$ cat config.mk
export PLATFORM = sky130hd
export DESIGN_NAME = vm1_qirq_chain
export DESIGN_NICKNAME = d
export VERILOG_FILES = /design/src/rtl/vm1_qirq_chain_pkg.sv /design/src/rtl/vm1_qirq_chain_sync2.sv /design/src/rtl/vm1_qirq_chain.sv
export SDC_FILE = /design/constraint.sdc
export NUM_CORES = 1
export LEC_CHECK = 0
export CORE_ASPECT_RATIO = 0.7
export CORE_MARGIN = 2
export CORE_UTILIZATION = 31
export DETAILED_ROUTE_END_ITERATION = 7
export PLACE_DENSITY = 0.69
export SYNTH_ARGS = -nofsm -noshare
export SYNTH_HDL_FRONTEND = slang
export SYNTH_SLANG_ARGS = --single-unit
$ cat constraint.sdc
create_clock -name CLK -period 3.1 [get_ports CLK]
set_input_delay 0.62 -clock CLK [delete_from_list [all_inputs] [get_ports CLK]]
set_output_delay 0.62 -clock CLK [all_outputs]
set_load 0.01 [all_outputs]
$ cat src/rtl/vm1_qirq_chain_pkg.sv
// Shared definitions for the Q-bus vectored-interrupt chain controller:
// handshake state codes and bus signal levels.
package vm1_qirq_chain_pkg;

    typedef enum logic [1:0] {
        ST_IDLE  = 2'd0,
        ST_ACKD  = 2'd1,
        ST_REPLY = 2'd2,
        ST_PASS  = 2'd3
    } qirq_state_t;

    localparam logic BUS_ASSERT  = 1'b0;
    localparam logic BUS_RELEASE = 1'b1;

endpackage

$ cat src/rtl/vm1_qirq_chain_sync2.sv
// Two-flop synchroniser for asynchronous bus strobes.
// Resets to the released level so no false strobe follows reset.
module vm1_qirq_chain_sync2 #(
    parameter int            W    = 1,
    parameter logic [W-1:0]  INIT = '1
) (
    input  logic         clk,
    input  logic         rst,
    input  logic [W-1:0] d,
    output logic [W-1:0] q
);

    logic [W-1:0] meta;

    always_ff @(posedge clk) begin
        if (rst) begin
            meta <= INIT;
            q    <= INIT;
        end else begin
            meta <= d;
            q    <= meta;
        end
    end

endmodule

$ cat src/rtl/vm1_qirq_chain.sv
// Q-bus vectored-interrupt controller: NCH request channels, one bus
// request, IAKI/IAKO daisy chain and vector read-out on the IACK DIN cycle.
module vm1_qirq_chain
    import vm1_qirq_chain_pkg::*;
#(
    parameter int             NCH  = 4,
    parameter int             RR   = 0,
    parameter logic [NCH-1:0] EDGE = '0,
    parameter int             VW   = 16
) (
    input  logic              CLK,
    input  logic              RST,
    input  logic [NCH-1:0]    REQ,
    input  logic [NCH*VW-1:0] VEC,
    output logic [NCH-1:0]    ACK,
    input  logic              nIAKI,
    input  logic              nDIN,
    input  logic              nSYNC,
    output logic              nVIRQ,
    output logic              nIAKO,
    output logic              nRPLY,
    output logic [VW-1:0]     DAT,
    output logic              DAT_OE
);

    localparam int PW = (NCH > 1) ? $clog2(NCH) : 1;

    logic iaki_s, din_s, sync_s, iack;

    vm1_qirq_chain_sync2 #(.W(1), .INIT(1'b1)) u_sync_iaki (
        .clk(CLK), .rst(RST), .d(nIAKI), .q(iaki_s)
    );
    vm1_qirq_chain_sync2 #(.W(1), .INIT(1'b1)) u_sync_din (
        .clk(CLK), .rst(RST), .d(nDIN), .q(din_s)
    );
    vm1_qirq_chain_sync2 #(.W(1), .INIT(1'b1)) u_sync_sync (
        .clk(CLK), .rst(RST), .d(nSYNC), .q(sync_s)
    );

    // First set request at or after base, wrapping at NCH-1.
    function automatic logic [PW-1:0] pick(
        input logic [NCH-1:0] p,
        input logic [PW-1:0]  base
    );
        logic found;
        int   idx;
        pick  = '0;
        found = 1'b0;
        for (int k = 0; k < NCH; k++) begin
            idx = (int'(base) + k) % NCH;
            if (!found && p[idx]) begin
                pick  = PW'(idx);
                found = 1'b1;
            end
        end
    endfunction

    qirq_state_t    state, state_nx;
    logic [PW-1:0]  w, w_nx, rr_ptr, rr_nx, win;
    logic [NCH-1:0] req_q, pend_e, pend, rise, ack_nx;
    logic [VW-1:0]  dat_nx;
    logic           oe_nx, rply_nx, iako_nx, virq_nx;

    // A served edge channel is masked during its ACK cycle; a new edge
    // in that same cycle still re-arms it.
    assign rise = REQ & ~req_q;
    assign pend = (EDGE & pend_e & ~ACK) | (~EDGE & REQ);
    assign iack = ~iaki_s & ~din_s & sync_s;
    assign win  = pick(pend, (RR != 0) ? rr_ptr : PW'(0));

    always_comb begin
        state_nx = state;
        w_nx     = w;
        rr_nx    = rr_ptr;
        dat_nx   = DAT;
        oe_nx    = DAT_OE;
        rply_nx  = nRPLY;
        iako_nx  = nIAKO;
        ack_nx   = '0;
        unique case (state)
            ST_IDLE: begin
                if (iack) begin
                    if (|pend) begin
                        w_nx     = win;
                        dat_nx   = VEC[int'(win)*VW +: VW];
                        oe_nx    = 1'b1;
                        state_nx = ST_ACKD;
                    end else begin
                        state_nx = ST_PASS;
                    end
                end
            end
            ST_ACKD: begin
                rply_nx  = BUS_ASSERT;
                state_nx = ST_REPLY;
            end
            ST_REPLY: begin
                if (din_s) begin
                    rply_nx   = BUS_RELEASE;
                    oe_nx     = 1'b0;
                    dat_nx    = '0;
                    ack_nx[w] = 1'b1;
                    if (RR != 0)
                        rr_nx = (w == PW'(NCH-1)) ? PW'(0) : w + PW'(1);
                    state_nx  = ST_IDLE;
                end
            end
            ST_PASS: begin
                if (iaki_s) begin
                    iako_nx  = BUS_RELEASE;
                    state_nx = ST_IDLE;
                end else begin
                    iako_nx  = BUS_ASSERT;
                end
            end
            default: state_nx = ST_IDLE;
        endcase
        virq_nx = ~|(pend & ~ack_nx)
                | (state_nx == ST_ACKD)
                | (state_nx == ST_REPLY);
    end

    always_ff @(posedge CLK) begin
        if (RST) begin
            state  <= ST_IDLE;
            w      <= '0;
            rr_ptr <= '0;
            req_q  <= REQ;
            pend_e <= '0;
            DAT    <= '0;
            DAT_OE <= 1'b0;
            nRPLY  <= BUS_RELEASE;
            nIAKO  <= BUS_RELEASE;
            nVIRQ  <= BUS_RELEASE;
            ACK    <= '0;
        end else begin
            state  <= state_nx;
            w      <= w_nx;
            rr_ptr <= rr_nx;
            req_q  <= REQ;
            pend_e <= EDGE & ((pend_e & ~ACK) | rise);
            DAT    <= dat_nx;
            DAT_OE <= oe_nx;
            nRPLY  <= rply_nx;
            nIAKO  <= iako_nx;
            nVIRQ  <= virq_nx;
            ACK    <= ack_nx;
        end
    end

endmodule

### Word level (Yosys, flattened, before mapping)

Index checks and enable logic that the tools add are counted.

* input bits: 73
* RAM bits: 0
* register bits: 34
* word-level logic and storage cells: 75
* bits in read-only memories: 0
* latch bits: 0
* output and inout bits: 24
* memories: 0

* shifts and indexed selects: 1
* eq/ne operators: 8
* $add $sub $neg: 0
* $lt $le $gt $ge: 2
* reduce and logical (&&, ||, !) cells: 16
* bitwise gates (word level): 8
* multiply operators: 0
* muxes and demuxes: 26
* divide/modulo/power cells: 0

Operators by type and width (number)
* $shiftx 64x7->16: 1
* $mux 16: 3
* $pmux 16 s2: 1
* $mux 2: 6
* $mux 1: 10
* $mux 4: 2
* $pmux 2 s4: 1
* $reduce_or 4->1: 2
* $eq 2x2->1 const B: 3
* $and 4x4->4: 1
* $eq 2x1->1 const B: 2
* $logic_and 1x1->1: 4
* $logic_not 1->1: 4
* $ne 2x2->1 const B: 2
* $not 4->4: 1
* $pmux 1 s2: 2
* $reduce_and 4->1: 1
* $reduce_bool 2->1: 2
* $lt 2x3->1 const B: 1
* $reduce_and 3->1: 1
* $and 1x1->1: 2
* $demux 1 s2: 1
* $ge 2x1->1 const B: 1
* $logic_not 2->1: 1
* 4 further kinds: 6

### Depth between registers and ports, before layout

* depth after elaboration: 14
* gate-level depth with buffers: 6
* mapped depth without buffers: 3

### Cells and area by module

From an unflattened synthesis, not the netlist that was laid out.

* cells, all modules: 196
* area, all modules: 1705.4 um^2

By module, submodules not included
* vm1_qirq_chain: area an instance 1547.7 um^2, cells an instance 184, seq. area each 560.5 um^2, times used 1
* vm1_qirq_chain_sync2: area an instance 52.6 um^2, cells an instance 4, seq. area each 40.0 um^2, times used 3

### Worst setup path after synthesis

No wires, ideal clock.

* path type: input-to-reg
* from: input port REQ[0]
* to: register DAT[10]
* setup slack: 1287 ps
* arrival time: 1720 ps
* stages on the path: 4
* required time: 3008 ps
* library setup time: 92 ps
* path buffers: 1
* cells stage by stage: nor4_1 > o311ai_4 > buf_6 > o32ai_1

* word-level cells in the longest chain between the ends: 14
* elaborated cells between the ends (all ways): 19
* classes of those cells: eq/ne: 1; shift: 1; mux: 9; reduce/logical: 8

Ends and longest elaborated chain
* start: declaration: line vm1_qirq_chain.sv:13 `input logic [NCH-1:0] REQ,`
* $mux 1: line vm1_qirq_chain.sv:51 `if (!found && p[idx]) begin`
* $logic_not 1->1: line vm1_qirq_chain.sv:51
* $logic_and 1x1->1: line vm1_qirq_chain.sv:51
* $mux 1: line vm1_qirq_chain.sv:51
* $logic_not 1->1: line vm1_qirq_chain.sv:51
* $logic_and 1x1->1: line vm1_qirq_chain.sv:51
* $mux 1: line vm1_qirq_chain.sv:51
* $logic_not 1->1: line vm1_qirq_chain.sv:51
* $logic_and 1x1->1: line vm1_qirq_chain.sv:51
* $mux 2: line vm1_qirq_chain.sv:51
* $shiftx 64x7->16: line vm1_qirq_chain.sv:85 `dat_nx = VEC[int'(win)*VW +: VW];`
* $mux 16: line vm1_qirq_chain.sv:83 `if (|pend) begin`
* $mux 16: line vm1_qirq_chain.sv:82 `if (iack) begin`
* $pmux 16 s2: line vm1_qirq_chain.sv:80 `unique case (state)`
* end signal: assignment: line vm1_qirq_chain.sv:142 `DAT <= dat_nx;`
* end: declaration: line vm1_qirq_chain.sv:22 `output logic [VW-1:0] DAT,`

Several ways; a longest one is shown, not always the timed one. The select of a mux whose other input is x is not followed.
A chain may end at the register's enable or synchronous reset.

### Worst setup path in the final report

* from: input port REQ[2]
* to: register DAT[10]

* word-level cells in the longest chain between the ends: 9
* elaborated cells between the ends (all ways): 13
* classes of those cells: eq/ne: 1; shift: 1; mux: 6; reduce/logical: 5

Ends and longest elaborated chain (line)
* $logic_and 1x1->1: vm1_qirq_chain.sv:51
* $mux 1: vm1_qirq_chain.sv:51
* $logic_not 1->1: vm1_qirq_chain.sv:51
* $logic_and 1x1->1: vm1_qirq_chain.sv:51
* $mux 2: vm1_qirq_chain.sv:51
* $shiftx 64x7->16: vm1_qirq_chain.sv:85
* $mux 16: vm1_qirq_chain.sv:83
* $mux 16: vm1_qirq_chain.sv:82
* $pmux 16 s2: vm1_qirq_chain.sv:80

Several ways; a longest one is shown, not always the timed one. The select of a mux whose other input is x is not followed.

==> results.sh <==
export IMPL_vdd_ir_drop_max_mv=0.194
export IMPL_io_pins=97
export IMPL_p_total_mw=0.937
export IMPL_fillers=470
export IMPL_htree_levels=2
export IMPL_die_area_um2=5790
export IMPL_seq_cells_post_synth=34
export IMPL_max_freq_mhz=409
export IMPL_netlist_area_leader_share_pct=42.3
export IMPL_synth_cell_type_count=33
export IMPL_worstMarginPinSlew_ns=1.03
export IMPL_n_antenna_cell=0
export IMPL_setup_slack_ns=0.654
export IMPL_post_route_cells_drive_above_1_share_pct=9.47
export IMPL_slew_viols_final=0
export IMPL_yosys_area_top_type="dfxtp_1"
export IMPL_synthesized_area_um2=1610
export IMPL_post_route_cell_area_um2=2700
export IMPL_startpoint_to_endpoint_class_of_the_critical_path="primary input to flip-flop"
export IMPL_grt_total_usage_pct=18.8
export IMPL_run_status="finished clean"
export IMPL_worstHoldPathCells=1
export IMPL_critPathArrivalTime_ns=2.62
export IMPL_holdCritStartpoint="u_sync_din.meta$_SDFF_PP1_"
export IMPL_comb_power_share_pct=18.4
export IMPL_r2r_end="DAT[7]$_SDFFE_PP0P_"
export IMPL_cts_sinks=34
export IMPL_ant_nets=0
export IMPL_post_cts_setup_buffers=0
export IMPL_design_core_area_um2=4890
export IMPL_synth_area_leaders="dfxtp_1 (42%), a221oi_1 (7.6%), o32ai_1 (7.6%), o22ai_1 (5.4%), inv_1 (4.7%)"
export IMPL_antenna_found_initial=0
export IMPL_crit_path_end_kind="flip-flop"
export IMPL_internal_power_mw=0.727
export IMPL_detailed_place_hpwl_um=4140
export IMPL_clk_path_buf_depth=2
export IMPL_avgViaCountPerCell=5.22
export IMPL_area_growth_pct=68.0
export IMPL_finalCriticalPeriod_ns=2.45
export IMPL_finalHoldViolations=0
export IMPL_route_vias_total=1737
export IMPL_synth_fp_nets=245
export IMPL_ctsRootBufferMaster="clkbuf_8"
export IMPL_holdCritPathClass="flip-flop to flip-flop"
export IMPL_via_count_of_the_first_global_routing_pass=1643
export IMPL_total_switching_power_mw=0.210
export IMPL_route_detailed_drc=0
export IMPL_fin_crit_sh_pct=78.9
export IMPL_globalRoute_totalOverflow=0
export IMPL_layout_nets=338
export IMPL_postSynth_asyncResetShare_pct=0
export IMPL_final_setup_tns_ns=0
export IMPL_slew_hr_pct=31.0
export IMPL_routed_wirelength_um=5330
export IMPL_die_x_um=90.1
export IMPL_start_util_pct=32.9
export IMPL_placement_rows=21
export IMPL_max_cap_viol_count=0
export IMPL_critPathLaunchType="primary input"
export IMPL_post_drt_wl_per_cell_um=16.0
export IMPL_clock_latency_ns=0.28
export IMPL_critical_path_required_ns=3.28
export IMPL_power_switching_fraction_pct=22.4
export IMPL_grt_first_pass_wirelength_um=8510
export IMPL_grt_setup_unrepaired="no"
export IMPL_cts_tree="built"
export IMPL_ctsResizeCount=0
export IMPL_cts_buffers=5
export IMPL_cellPowerDensity_nw_per_um2=347
export IMPL_power_frac_seq_pct=47.8
export IMPL_dpl_cell_area_um2=2620
export IMPL_dieHeight_um=64.3
export IMPL_dominantRegCellSynth="dfxtp_1"
export IMPL_finalSetupViolCount=0
export IMPL_gp_congestion=0.845
export IMPL_clockPowerShare_pct=33.8
export IMPL_drt_iter0_markers=105
export IMPL_first_pass_iters=5
export IMPL_hold_worst_slack_ns=0.412
export IMPL_holdPathEnd="u_sync_din.q$_SDFF_PP1_"
export IMPL_reg2reg_slack_ns=1.11
export IMPL_timing_reg2reg_worst_path_depth=3
export IMPL_power_leakage_nw=0.909
export IMPL_skew_ns=0.00326
export IMPL_post_cts_hold_buffer_count=0
export IMPL_grt_start_max_net_pins=17
export IMPL_critical_path_reg2reg_startpoint="u_sync_iaki.q$_SDFF_PP1_"
export IMPL_dp_worst_setup_slack_ns=0.394
export IMPL_synth_edf_count=0
export IMPL_synth_instances=172
export IMPL_cts_reportedPaths_clkPinSlew_ns=0.06
export IMPL_yosysSeqAreaShare_pct=42.3
export IMPL_port_buffers=96
export IMPL_syn_area_per_cell_um2=9.35
export IMPL_synth_warnings=0
export IMPL_critical_path_peak_fanout=14
[kinds of logic after synthesis]
logic type,Yosys count,share of synthesized area [%]
buffers and inverters,33,8.33
muxes,2,1.40
and+or+nand+nor,41,16.7
DFF,34,42.3
AOI/OAI and AO/OA,62,31.2
[synthesized netlist by cell type, types with 2 or more instances]
library cell   n
inv_1         20
nand2_1        5
o32a_1         2
a221oi_1      14
nor2b_1        4
nand3_1        4
nor3_1         2
o32ai_1       14
a32o_1         2
o22ai_1       14
o31ai_1        2
a21oi_1        7
dfxtp_1       34
o211ai_1       2
or2_2          9
nor3b_1        3
nor4b_1        2
nor4_1         4
nand2b_1       3
buf_2          2
clkbuf_1      10
mux2_2         2
[flip-flops by register name (all words and copies together), names as in the netlist]
signal	flops
DAT	16
DAT_OE	1
nVIRQ	1
u_sync_sync.q	1
nIAKO	1
ACK	4
state	2
u_sync_sync.meta	1
u_sync_din.q	1
u_sync_iaki.q	1
w	2
nRPLY	1
u_sync_iaki.meta	1
u_sync_din.meta	1
[critical path, stage by stage]
cell and delay, ns:
clkdlybuf4s50_1 0.61, nor2b_1 0.88, a221oi_1 0.21, o32ai_1 0.29
[per-layer routing]
metal  vias up  global-route usage [%]  wire (um)
met2        69                    28.3       2410
li1        856                       -          -
met5         -                       0          0
met3         6                    5.31        374
met1       806                    25.7       2470
met4         0                    6.92         80
[power groups by stage]
stage | Sequential, mW | Clock, mW | Combinational [mW]
floorplan | 0.458 | 0 | 0.0593
global placement | 0.457 | 0 | 0.171
detailed placement | 0.458 | 0 | 0.172
CTS | 0.448 | 0.330 | 0.173
global route | 0.448 | 0.350 | 0.187
finish | 0.448 | 0.317 | 0.172
[how the worst max path moves through the flow]
stage / from / to / slack [ns] / cells past startpoint
6_report: REQ[2] / DAT[10]$_SDFFE_PP0P_ / 0.65 / 4
5_1_grt: REQ[2] / DAT[10]$_SDFFE_PP0P_ / 0.46 / 4
4_1_cts: REQ[2] / DAT[10]$_SDFFE_PP0P_ / 0.69 / 4
3_5_place_dp: REQ[2] / DAT[10]$_SDFFE_PP0P_ / 0.39 / 4
3_3_place_gp: REQ[2] / DAT[4]$_SDFFE_PP0P_ / 0.43 / 4
2_1_floorplan: REQ[0] / DAT[10]$_SDFFE_PP0P_ / 1.29 / 4
[area by class of cell]
class,count,area (um2),share of cell area (%)
clock buffer,6,82.6,3.06
inverter,20,75.1,2.78
multi-input combinational,105,793,29.4
sequential,34,681,25.2
tap,69,86.3,3.20
timing repair buffer,99,983,36.4
[metrics by stage]
step                util, %  cells
floorplan                 -    172
global placement       53.6    327
detailed placement     53.6    327
CTS                    55.3    333
global route           55.3    333
finish                 55.3    333
[cell usage in the layout, fill, tap and decap left out, drive strengths merged, types with 2 or more instances in the layout]
cell           Yosys  layout
o22ai             14      14
nand2b             3       3
o32ai             14      14
nand2              5       5
a32o               2       2
clkbuf            10       6
o211ai             2       2
nor4               4       4
a221oi            14      14
nor3b              3       3
o31ai              2       2
nor3               2       2
buf                3       3
clkdlybuf4s50      0      96
dfxtp             34      34
nand3              4       4
a21oi              7       7
or2                9       9
nor2b              4       4
nor4b              3       3
inv               20      20
mux2               2       2
o32a               2       2
Note: power is estimated with default switching activity, not from simulation.
